$ cat src/rtl/sync_fifo_ctrl.sv
// Pointer/status controller for a show-ahead FIFO built on an external async-read dual-port RAM.
// Optional sticky overflow/underflow flags are enabled with `define FIFO_CTRL_ERR_FLAG_EN.
module sync_fifo_ctrl #(
  parameter int unsigned ADDR_WIDTH = 4,
  parameter int unsigned AF_LEVEL   = 14,
  parameter int unsigned AE_LEVEL   = 2
) (
  input  logic                  i_clk,
  input  logic                  i_rst_n,
  input  logic                  i_push,
  input  logic                  i_pop,
`ifdef FIFO_CTRL_ERR_FLAG_EN
  input  logic                  i_err_clr,
  output logic                  o_overflow,
  output logic                  o_underflow,
`endif
  output logic                  o_ram_wr_en,
  output logic [ADDR_WIDTH-1:0] o_ram_wr_addr,
  output logic                  o_ram_rd_en,
  output logic [ADDR_WIDTH-1:0] o_ram_rd_addr,
  output logic                  o_full,
  output logic                  o_empty,
  output logic                  o_almost_full,
  output logic                  o_almost_empty,
  output logic [ADDR_WIDTH:0]   o_data_count
);

  localparam int unsigned CW    = ADDR_WIDTH + 1;
  localparam int unsigned DEPTH = 2 ** ADDR_WIDTH;

  localparam logic [CW-1:0] AfLevel = CW'(AF_LEVEL);
  localparam logic [CW-1:0] AeLevel = CW'(AE_LEVEL);
  localparam logic [CW-1:0] DepthC  = CW'(DEPTH);

  logic [CW-1:0] r_wr_ptr;
  logic [CW-1:0] r_rd_ptr;
  logic [CW-1:0] r_count;
  logic          r_full;
  logic          r_empty;
  logic          r_almost_full;
  logic          r_almost_empty;

  logic          w_wr_acc;
  logic          w_rd_acc;
  logic [CW-1:0] w_wr_ptr_d;
  logic [CW-1:0] w_rd_ptr_d;
  logic [CW-1:0] w_count_d;
  logic          w_full_d;
  logic          w_empty_d;
  logic          w_almost_full_d;
  logic          w_almost_empty_d;

  always_comb begin
    // Requests are masked during reset so the RAM is never written while state is cleared.
    w_wr_acc   = i_rst_n & i_push & ~r_full;
    w_rd_acc   = i_rst_n & i_pop & ~r_empty;
    w_wr_ptr_d = r_wr_ptr + CW'(w_wr_acc);
    w_rd_ptr_d = r_rd_ptr + CW'(w_rd_acc);
    w_count_d  = r_count + CW'(w_wr_acc) - CW'(w_rd_acc);

    // Full/empty come from the wrap-bit decode of the next pointers.
    w_full_d         = (w_wr_ptr_d[ADDR_WIDTH-1:0] == w_rd_ptr_d[ADDR_WIDTH-1:0]) &&
                       (w_wr_ptr_d[ADDR_WIDTH] != w_rd_ptr_d[ADDR_WIDTH]);
    w_empty_d        = (w_wr_ptr_d == w_rd_ptr_d);
    w_almost_full_d  = (w_count_d >= AfLevel);
    w_almost_empty_d = (w_count_d <= AeLevel);
  end

  always_ff @(posedge i_clk) begin
    if (!i_rst_n) begin
      r_wr_ptr       <= '0;
      r_rd_ptr       <= '0;
      r_count        <= '0;
      r_full         <= 1'b0;
      r_empty        <= 1'b1;
      r_almost_full  <= 1'b0;
      r_almost_empty <= 1'b1;
    end else begin
      r_wr_ptr       <= w_wr_ptr_d;
      r_rd_ptr       <= w_rd_ptr_d;
      r_count        <= w_count_d;
      r_full         <= w_full_d;
      r_empty        <= w_empty_d;
      r_almost_full  <= w_almost_full_d;
      r_almost_empty <= w_almost_empty_d;
    end
  end

`ifdef FIFO_CTRL_ERR_FLAG_EN
  logic r_overflow;
  logic r_underflow;
  logic w_overflow_d;
  logic w_underflow_d;

  always_comb begin
    // A new error wins over a simultaneous clear.
    w_overflow_d  = (i_push & r_full) | (r_overflow & ~i_err_clr);
    w_underflow_d = (i_pop & r_empty) | (r_underflow & ~i_err_clr);
  end

  always_ff @(posedge i_clk) begin
    if (!i_rst_n) begin
      r_overflow  <= 1'b0;
      r_underflow <= 1'b0;
    end else begin
      r_overflow  <= w_overflow_d;
      r_underflow <= w_underflow_d;
    end
  end

  assign o_overflow  = r_overflow;
  assign o_underflow = r_underflow;
`endif

  assign o_ram_wr_en    = w_wr_acc;
  assign o_ram_rd_en    = w_rd_acc;
  assign o_ram_wr_addr  = r_wr_ptr[ADDR_WIDTH-1:0];
  assign o_ram_rd_addr  = r_rd_ptr[ADDR_WIDTH-1:0];
  assign o_full         = r_full;
  assign o_empty        = r_empty;
  assign o_almost_full  = r_almost_full;
  assign o_almost_empty = r_almost_empty;
  assign o_data_count   = r_count;

  logic unused_depth;
  assign unused_depth = ^DepthC;

endmodule

$ cat config.mk
export PLATFORM = sky130hd
export DESIGN_NAME = sync_fifo_ctrl
export DESIGN_NICKNAME = d
export VERILOG_FILES = /design/src/rtl/sync_fifo_ctrl.sv
export SDC_FILE = /design/constraint.sdc
export NUM_CORES = 1
export LEC_CHECK = 0
export BUFFER_PORTS_ARGS = -buffer_cell sky130_fd_sc_hd__buf_2
export CAP_MARGIN = 0
export CORE_UTILIZATION = 51
export DETAILED_ROUTE_END_ITERATION = 12
export PLACE_DENSITY = 0.77
export REMOVE_ABC_BUFFERS = 1
export SLEW_MARGIN = 20
export SYNTH_ARGS = -nofsm -noshare
export SYNTH_HDL_FRONTEND = slang
export SYNTH_SLANG_ARGS = --single-unit
$ cat constraint.sdc
create_clock -name i_clk -period 3 [get_ports i_clk]
set_input_delay 0.6 -clock i_clk [delete_from_list [all_inputs] [get_ports i_clk]]
set_output_delay 0.6 -clock i_clk [all_outputs]
set_load 0.05 [all_outputs]
==> metrics.md, run 1 <==
| Metric | Value |
|---|---|
| CTS Buf Count | 3 |
| Vias in the first global route | 577 |
| Syn avg cell area | 10.14 sq um |
| Starting density of the core | 54.64% |
| Worst path required time | 3.21 ns |
| Post-CTS sizing | 0 |
| Layout cell share with drive strength beyond 1 | 27.93% |
| GPL Wtd Cong | 0.7920 |
| Hold Path Origin | r_wr_ptr[4] |
| #FFs+latches synth | 19 |
| Max Cap Viol | 0 |
| Overflow after GRT | 0 |
| Sw Ratio | 41.84% |
| Die Wd | 45.01 microns |
| Deepest clock path buffer count | 2 |
| YS warnings | 0 |
| Routed WL | 1.512 mm |
| Fmax | 414.3 MHz |
| Pleak | 0.5514 nW |
| Fin area | 1056 sq um |
| Final Max Slew Viols | 0 |
| Worst Setup Start Kind | primary input |
| Gr usage total | 17.22% |
| Hold Crit Class | register to register |
| Vias/cell | 4.824 |
| Post-synthesis sequential area ratio | 40.32% |
| Clock network latency to the later pin of the worst-skew pair | 0.29 ns |
| Number of core rows | 15 |
| # IOs | 23 |
| Critical R2R Launch | o_empty |
| Global-route wire length before repair | 2.511 mm |
| Yosys top cell area share | 40.32% |
| Number of diodes | 0 |
| Critical Path AT | 2.62 ns |
| Post-DR wirelength/cell | 11.12 microns |
| Top_reg_cell synth | dfxtp_1 |
| DR pass1 iterations | 3 |
| Sequential power share | 38.2% |
| Drt drc | 0 |
| CTS sink count | 19 |
| Hold_buf cts | 0 |
| Period utilization | 80.46% |
| Initial DRC count | 5 |
| Async set or reset register ratio after synthesis | 0% |
| Synthesized area | 943.4 sq um |
| CTS tree | built |
| Crit end category | register |
| CP Class | primary input to register |
| Clock Pin Slew Worst Setup and Hold Paths | 0.11 ns |
| Largest net degree at the start of global routing | 12 |
| Worst vdd ir | 0.4828 mV |
| Antenna violations before repair | 0 |
| Clock share of power | 15.7% |
| Net Sw Power | 0.3356 mW |
| Unrepaired setup endpoints after global routing | no |
| CP startpoint | i_rst_n |
| Run status | completed |
| Post-CTS setup buffers | 0 |
| Yosys cell types | 20 |
| H-tree Lvls | 1 |
| Final Setup Violations | 0 |
| Dpl cell area | 1028 sq um |
| Post-layout util | 61.16% |
| Total power | 0.8021 mW |
| Die footprint | 2026 sq um |
| EDFF count, synth | 0 |
| Root buffer cell | clkbuf_4 |
| P&R area growth vs syn | 11.94% |
| Die H | 45.01 microns |
| Combinational share of power | 46.0% |
| Vias post-DR | 656 |
| Clock skew | 0.006023 ns |
| Worst-Margin Slew | 0.2718 ns |
| Synth Instances | 93 |
| Pint | 0.4665 mW |
| Crit Path Max Fanout | 9 |
| Nets | 126 |
| Pwr Density | 759.6 nW/um^2 |
| Synth top area cells | dfxtp_1, ha_1, xor2_1 |
| Commonest cells in the netlist | dfxtp_1, xor2_1, and2_1 |
| Cell with the most instances after synthesis | dfxtp_1 |
| Relative slew margins | 81.75% |
| Post-layout minimum cycle time | 2.414 ns |
| Synth area leader | dfxtp_1 |
| CORE AREA | 1727 sq um |
| DRT antenna net count | 0 |
| Final Hold Fails | 0 |
| Input/output buffers | 22 |
==> logic make-up (layout without fill, tap and decap cells) <==
kind of cell             count (synthesis)  count (layout)  share of synthesized area, %
AND/OR/NAND/NOR                         25              25                         15.52
buffers and inverters                   16              34                         9.549
AO/OA/AOI/OAI                            8               8                         6.631
XOR/XNOR                                15              15                         13.93
flip-flops                              19              19                         40.32
adder cells (fa/ha/maj)                 10              10                         14.06
==> layout by cell type (no fill, tap or decap) <==
| master | n |
|---|---|
| a32o_1 | 1 |
| inv_1 | 7 |
| nand2_1 | 2 |
| buf_2 | 22 |
| buf_4 | 1 |
| and2_1 | 10 |
| o31ai_2 | 1 |
| clkbuf_4 | 3 |
| o31ai_1 | 1 |
| nor2_1 | 6 |
| a21o_1 | 3 |
| clkinv_2 | 1 |
| or3_4 | 1 |
| nand3_1 | 4 |
| a21oi_1 | 2 |
| fa_1 | 1 |
| xnor2_1 | 3 |
| nor4b_2 | 1 |
| ha_1 | 9 |
| xor2_1 | 12 |
| and2_2 | 1 |
| dfxtp_1 | 19 |
==> path summary, 6_finish.rpt <==
path	end	slack, ns	cells past startpoint
worst max-delay path	o_almost_empty	0.59	11
worst min register to register	r_wr_ptr[4]	0.53	2
worst max register to register	o_almost_empty	0.78	9
worst min-delay path	r_wr_ptr[4]	0.53	2
==> flip-flops by register name, indices dropped and copies added, names as in the netlist <==
| signal | flops |
|---|---|
| o_almost_empty | 1 |
| o_almost_full | 1 |
| o_data_count | 5 |
| o_empty | 1 |
| o_full | 1 |
| r_rd_ptr | 5 |
| r_wr_ptr | 5 |
==> through the flow <==
step | setup WS, ns | setup TNS, ns | hold slack (ns) | instances
6_report | 0.5863 | 0 | 0.5300 | 136
5_1_grt | 0.4000 | 0 | 0.5878 | 136
4_1_cts | 0.5842 | 0 | 0.5374 | 136
3_5_place_dp | 0.2771 | 0 | 0.5063 | 132
3_3_place_gp | 0.4058 | 0 | 0.4984 | 132
2_1_floorplan | -0.01000 | -0.01000 | 0.4855 | 84
==> worst max-delay path: stages <==
cell	delay (ns)
buf_2	0.15
nand2_1	0.07
nor2_1	0.21
ha_1	0.18
inv_1	0.04
ha_1	0.21
fa_1	0.41
a21o_1	0.19
a21oi_1	0.18
xnor2_1	0.14
o31ai_1	0.24
==> power by group through the flow <==
stage               logic, mW  registers [mW]  clock network (mW)
floorplan               0.174           0.433                   0
global route            0.402           0.311               0.142
global placement        0.362           0.312                   0
finish                  0.369           0.307               0.126
CTS                     0.371           0.307               0.130
detailed placement      0.369           0.313                   0
==> layout make-up <==
| type | instances | area (sq um) |
|---|---|---|
| clock buffers | 3 | 22.52 |
| well taps | 25 | 31.28 |
| inverters | 7 | 26.28 |
| clock inverters | 1 | 5.005 |
| fillers | 154 | 670.6 |
| flip-flops and latches | 19 | 380.4 |
| multi-input cells | 58 | 473.0 |
| repair buffers | 23 | 117.6 |
==> metal layers <==
metal | track usage (%) | share of wire, % | up-vias
met1 | 23.69 | 49 | 307
met4 | 7.273 | 0.73 | 0
met3 | 2.400 | 3.6 | 2
met5 | 0 | 0 | -
li1 | - | - | 332
met2 | 26.96 | 46 | 15
No activity file was read; power rests on OpenSTA's default activity.
==> inputs of run 2 (changes only) <==
Clock period 3 ns to 2.23 ns, I/O delays scaled along.
==> run 2 against run 1 <==
Effect of this change:
- largest cell class unchanged
- flip-flop and latch count is the same
- non-clock buffer count grew 9
- register-to-register slack lost 0.64 ns
- setup slack lost 0.45 ns
- count of clock-buffer cells in the layout is the same
- via count grew 4.7%
- die area is the same
- global-route usage grew 2.7 points
- largest power group unchanged
- clock power grew 36%
- cell count grew 6.6%
- routed wire length grew 16%
==> metrics.md, run 2 (synthesis results as in run 1) <==
| Metric | Value |
|---|---|
| Run status | completed |
| P&R area growth vs syn | 20.56% |
| DP HPWL | 1.431 mm |
| Die H | 45.01 microns (unchanged) |
| DRT antenna net count | 0 (unchanged) |
| Worst vdd ir | 0.7244 mV (+50%) |
| Sw Ratio | 42.20% (+0.37 points) |
| Post-layout minimum cycle time | 2.098 ns |
| Number of diodes | 0 (unchanged) |
| Total power | 1.140 mW (+42%) |
| Clock Pin Slew Worst Setup and Hold Paths | 0.10 ns (about the same) |
| Post-Route M1 WL | 782 microns (+5.4%) |
| Post-layout util | 65.87% (+4.7 points) |
| Root buffer cell | clkbuf_4 |
| Global-route wire length before repair | 2.773 mm (+10%) |
| Critical Path AT | 2.31 ns (-0.31 ns) |
| Number of core rows | 15 (unchanged) |
| Min Hold Slack | 0.4962 ns (-0.03383 ns) |
| CP Class | primary input to register |
| Die footprint | 2026 sq um (unchanged) |
| Largest net degree at the start of global routing | 13 (+1) |
| Drt drc | 0 (unchanged) |
| GPL Wtd Cong | 0.7432 (-6.2%) |
| CTS tree | built |
| CTS sink count | 19 (unchanged) |
| Antenna violations before repair | 0 (unchanged) |
| Total length of routed met3 wires | 68 microns (+26%) |
| Pleak | 0.6035 nW (+9.5%) |
| FF-to-FF End | o_almost_full |
| Initial DRC count | 8 (+3) |
| Max Cap Viol | 0 (unchanged) |
| Fin area | 1137 sq um (+7.7%) |
| Die Wd | 45.01 microns (unchanged) |
| Slowest stage delay, CP | 0.42 ns (about the same) |
| Hold Crit Class | primary input to register |
| Crit path to | o_full |
| Period utilization | 94.09% |
| Input/output buffers | 22 (unchanged) |
| Buf/Inv on CP | 2 (unchanged) |
| Dpl cell area | 1096 sq um (+6.6%) |
| Non-filler cells, final | 145 (+6.6%) |
| Fmax | 476.6 MHz |
| Worst Setup Start Kind | primary input |
| Overflow after GRT | 0 (unchanged) |
| Critical path depth in cells | 10 (-1) |
| Critical R2R Launch | o_empty |
| Crit path cell chain | buf_2 -> nand2_1 -> nor2_1 -> buf_4 -> ha_1 -> ha_1 -> xor2_1 -> xor2_1 -> or3_4 -> nor4b_2 |
| Worst path required time | 2.44 ns (-0.77 ns) |
| FF-to-FF setup slack | 0.14 ns (-0.64 ns) |
| Combinational share of power | 48.7% (+2.7 points) |
| Pwr Density | 1002 nW/um^2 (+32%) |
| CP startpoint | i_rst_n |
| Final Max Slew Viols | 0 (unchanged) |
| CP delay by family, top | simple AND/OR/NAND/NOR gates |
| Clock network latency to the later pin of the worst-skew pair | 0.29 ns (about the same) |
| # IOs | 23 (unchanged) |
| Clock share of power | 15.0% (-0.7 points) |
| Metal2 WL | 881 microns (+25%) |
| Place WS | -0.1981 ns (-0.4751 ns) |
| Relative slew margins | 80.07% (-1.7 points) |
| Pint | 0.6589 mW (+41%) |
| Deepest clock path buffer count | 2 (unchanged) |
| Post-CTS setup buffers | 0 (unchanged) |
| Total Negative Setup Slacks | 0 ns (unchanged) |
| Post-DR wirelength/cell | 12.07 microns (+8.6%) |
| Vias in the first global route | 633 (+9.7%) |
| Fillers | 152 (-1.3%) |
| CTS Buf Count | 3 (unchanged) |
| Slowest cell on crit path | or3_4 |
| Layout cell share with drive strength beyond 1 | 35.83% (+7.9 points) |
| H-tree Lvls | 1 (unchanged) |
| CORE AREA | 1727 sq um (unchanged) |
| Final setup margin | 0.1318 ns (-0.4545 ns) |
| Gr usage total | 19.88% (+2.7 points) |
| Starting density of the core | 54.64% (unchanged) |
| Sequential power share | 36.3% (-1.9 points) |
| Commonest non-fill, non-tap cell in the layout | buf_2 |
| Net Sw Power | 0.4811 mW (+43%) |
| Hold path cells | 3 (+1) |
| Vias/cell | 4.738 (-1.8%) |
| Unrepaired setup endpoints after global routing | no |
| Most frequent cells in the layout | buf_2, dfxtp_1, xor2_1 |
| Nets | 135 (+7.1%) |
| Crit end category | register |
| Final Setup Violations | 0 (unchanged) |
| Top layer in use | met4 |
| Placed cells | 141 (+6.8%) |
| Final Hold Fails | 0 (unchanged) |
| Routed WL | 1.750 mm (+16%) |
| DR pass1 iterations | 4 (+1) |
| Reg2reg path depth | 9 (unchanged) |
| Worst-Margin Slew | 0.2968 ns (+0.02502 ns) |
| Crit Path Max Fanout | 4 (-5) |
| Clock skew | 0.005984 ns (-0.00003886 ns) |
| Vias post-DR | 687 (+4.7%) |
-- run 2: changes by cell type in the layout (fill, tap and decap cells not counted), sizes merged --
cell	before	now
buf	23	32
-- run 2: worst min-delay path by stage --
stage	startpoint	slack (ns)	endpoint
floorplan	r_rd_ptr[4]	0.49	r_rd_ptr[4]
global placement	r_rd_ptr[4]	0.50	r_rd_ptr[4]
detailed placement	r_wr_ptr[4]	0.52	r_wr_ptr[4]
CTS	i_rst_n	0.49	o_empty
global route	i_rst_n	0.50	o_empty
finish	i_rst_n	0.50	o_empty
-- run 2: timing repair --
action / 4_1_cts / 5_1_grt
setup endpoints to repair: 0 / 4
endpoints found under the hold margin: 0 / 0
hold buffers: 0 / 0
gates resized for setup: 0 / 3
-- run 2: cell type report --
class	instances	area [sq um]	share of cell area (%)
multi-input combinational	58	486.7	42.79
sequential	19	380.4	33.44
timing repair buffer	32	185.2	16.28
tap	25	31.28	2.750
inverter	7	26.28	2.310
clock buffer	3	22.52	1.980
clock inverter	1	5.005	0.4400
-- run 2: worst reg2reg max path, cell delays in order, from the launching register on --
cell and delay, ns:
dfxtp_1 0.34, nor2_1 0.06, ha_1 0.28, inv_1 0.04
ha_1 0.21, fa_1 0.38, a21o_1 0.21, a21oi_2 0.18
xnor2_2 0.10, a32o_1 0.21
-- run 2: power by group through the flow --
stage / Clock, mW / Combinational [mW] / Sequential [mW]
floorplan: 0 / 0.235 / 0.582
CTS: 0.176 / 0.517 / 0.414
global placement: 0 / 0.497 / 0.419
global route: 0.196 / 0.598 / 0.418
finish: 0.171 / 0.555 / 0.414
detailed placement: 0 / 0.516 / 0.422
-- run 2: per-layer routing --
| layer | vias up | GRT usage (%) |
|---|---|---|
| li1 | 347 | - |
| met1 | 318 | 25.26 |
| met2 | 20 | 31.88 |
| met3 | 2 | 6.000 |
| met4 | 0 | 7.273 |
| met5 | - | 0 |
==> inputs of run 3 (changes only) <==
Settings changed: CORE_ASPECT_RATIO from default to 0.7, CORE_UTILIZATION 51 to 46, PLACE_DENSITY 0.77 to 0.73.
Clock period 2.23 ns to 1.7 ns, I/O delays scaled along.
==> run 3 against run 2 <==
Effect of this change:
- the run now ends with setup timing left
- flip-flop and latch count did not move
- utilization is 4.1 points higher
- register-to-register slack got worse by 0.43 ns
- sequential power grew 32%
- design area grew 16%
- sequential share of layout area shrank 4.2 points
- global-route usage is 2.2 points lower
- routed wire length up 6.5%
- total power is 35% higher
- first-iteration DRC count is 75% higher
- combinational power grew 39%
- setup slack worse by 0.42 ns
- largest cell class unchanged
- largest power group unchanged
==> metrics.md, run 3 (synthesis results as in run 1) <==
| Metric | Value |
|---|---|
| Run status | finished, violations left |
| Failing checks | setup timing |
| Clock network latency to the later pin of the worst-skew pair | 0.30 ns (about the same) |
| Crit path cell chain | nor2_4 -> buf_4 -> buf_6 -> ha_4 -> ha_4 -> xor2_4 -> xor2_1 -> or3_4 -> nor4b_2 |
| Worst path required time | 1.91 ns (-0.53 ns) |
| Fmax | 502.4 MHz |
| Nets | 143 (+5.9%) |
| P&R area growth vs syn | 39.92% |
| Final Hold Fails | 0 (unchanged) |
| Worst Setup Start Kind | register |
| Total Negative Setup Slacks | -1.519 ns (-1.519 ns) |
| Final Max Slew Viols | 0 (unchanged) |
| Slowest cell on crit path | dfxtp_4 |
| Drt drc | 0 (unchanged) |
| DR pass1 iterations | 4 (unchanged) |
| Fin area | 1320 sq um (+16%) |
| Vias/cell | 4.853 (+2.4%) |
| Max Cap Viol | 0 (unchanged) |
| H-tree Lvls | 1 (unchanged) |
| Routed WL | 1.864 mm (+6.5%) |
| Period utilization | 117.1% |
| Die H | 39.89 microns (-11%) |
| CORE AREA | 1887 sq um (+9.3%) |
| Unrepaired setup endpoints after global routing | yes |
| CTS sink count | 19 (unchanged) |
| Clock skew | 0.002586 ns (-0.003398 ns) |
| Vias in the first global route | 626 (-1.1%) |
| Crit Path Max Fanout | 2 (-2) |
| Vias post-DR | 728 (+6.0%) |
| Starting density of the core | 50.00% (-4.6 points) |
| Worst-Margin Slew | 0.3329 ns (+0.03613 ns) |
| Gr usage total | 17.65% (-2.2 points) |
| DRT antenna net count | 0 (unchanged) |
| Largest net degree at the start of global routing | 16 (+3) |
| Number of core rows | 13 (-2) |
| Die footprint | 2239 sq um (+11%) |
| DP HPWL | 1.289 mm (-9.9%) |
| Root buffer cell | clkbuf_4 |
| Global-route wire length before repair | 2.760 mm (-0.47%) |
| Most frequent cells in the layout | buf_2, buf_4, dfxtp_1 |
| FF-to-FF setup slack | -0.29 ns (-0.43 ns) |
| # IOs | 23 (unchanged) |
| Clock Pin Slew Worst Setup and Hold Paths | 0.10 ns (about the same) |
| Die Wd | 56.13 microns (+25%) |
| Critical Path AT | 2.20 ns (-0.11 ns) |
| Relative slew margins | 77.73% (-2.3 points) |
| Post-layout minimum cycle time | 1.990 ns |
| Crit end category | register |
| Post-DR wirelength/cell | 12.43 microns (+3.0%) |
| Commonest non-fill, non-tap cell in the layout | buf_2 |
| Non-filler cells, final | 150 (+3.4%) |
| Place WS | -0.5863 ns (-0.3883 ns) |
| Placed cells | 143 (+1.4%) |
| Layout cell share with drive strength beyond 1 | 51.56% (+16 points) |
| Initial DRC count | 14 (+6) |
| Pleak | 0.6337 nW (+5.0%) |
| Slowest stage delay, CP | 0.38 ns (-0.04 ns) |
| Deepest clock path buffer count | 2 (unchanged) |
| Number of diodes | 0 (unchanged) |
| Antenna violations before repair | 0 (unchanged) |
| Final setup margin | -0.2903 ns (-0.4221 ns) |
| GPL Wtd Cong | 0.7766 (+4.5%) |
| CP Class | register to register |
| Pwr Density | 1167 nW/um^2 (+16%) |
| Overflow after GRT | 0 (unchanged) |
| Input/output buffers | 22 (unchanged) |
| Worst vdd ir | 0.9385 mV (+30%) |
| CP dominant cell by count | ha_4 |
| CTS Buf Count | 3 (unchanged) |
| Final Setup Violations | 8 (+8) |
| Hold Crit Class | primary input to register |
| Dpl cell area | 1130 sq um (+3.1%) |
| Total power | 1.540 mW (+35%) |
| CTS tree | built |
[run 3: area by class of cell]
class / instances / area, sq um
inverters: 7 / 26.28
multi-input cells: 58 / 604.3
fillers: 143 / 566.8
flip-flops and latches: 19 / 386.6
well taps: 22 / 27.53
repair buffers: 40 / 249.0
clock buffers: 4 / 26.28
[run 3: metal layers]
layer	vias up	track usage, %	wire length [microns]
li1	362	-	-
met1	338	20.99	828
met2	26	30.06	904
met3	2	5.941	110
met4	0	7.317	21
met5	-	0	0
[run 3: path summary, 6_finish.rpt]
check	startpoint	end	depth (start not counted)
setup / recovery	o_empty	o_full	9
hold / removal	i_rst_n	o_empty	4
setup reg to reg	o_empty	o_full	9
hold reg to reg	r_wr_ptr[4]	r_wr_ptr[4]	2
[run 3: repair_timing]
item	CTS	global route
endpoints found under the setup margin	7	9
hold buffers	0	0
pin swaps	7	6
setup buffers	1	2
gates resized for setup	16	12
[run 3: through the flow]
stage                     utilization, %  hold slack [ns]
final                              69.96           0.5336
after global routing               69.96           0.5447
after CTS                          65.72           0.5163
after detailed placement           59.88           0.5107
after global placement             59.88           0.5021
after floorplan                        -           0.4050
[run 3: where the power goes]
group / switching [mW] / internal, mW
sequential: 0.0338 / 0.512
combinational: 0.475 / 0.294
clock: 0.135 / 0.0914
total: 0.643 / 0.897
[run 3: critical path: cells and delay by family (launching register included)]
kind / cells / cell delay [ns]
buf+inv: 2 / 0.23
flops: 1 / 0.38
xor+xnor: 2 / 0.32
fa+ha+maj: 2 / 0.32
simple gates: 3 / 0.65
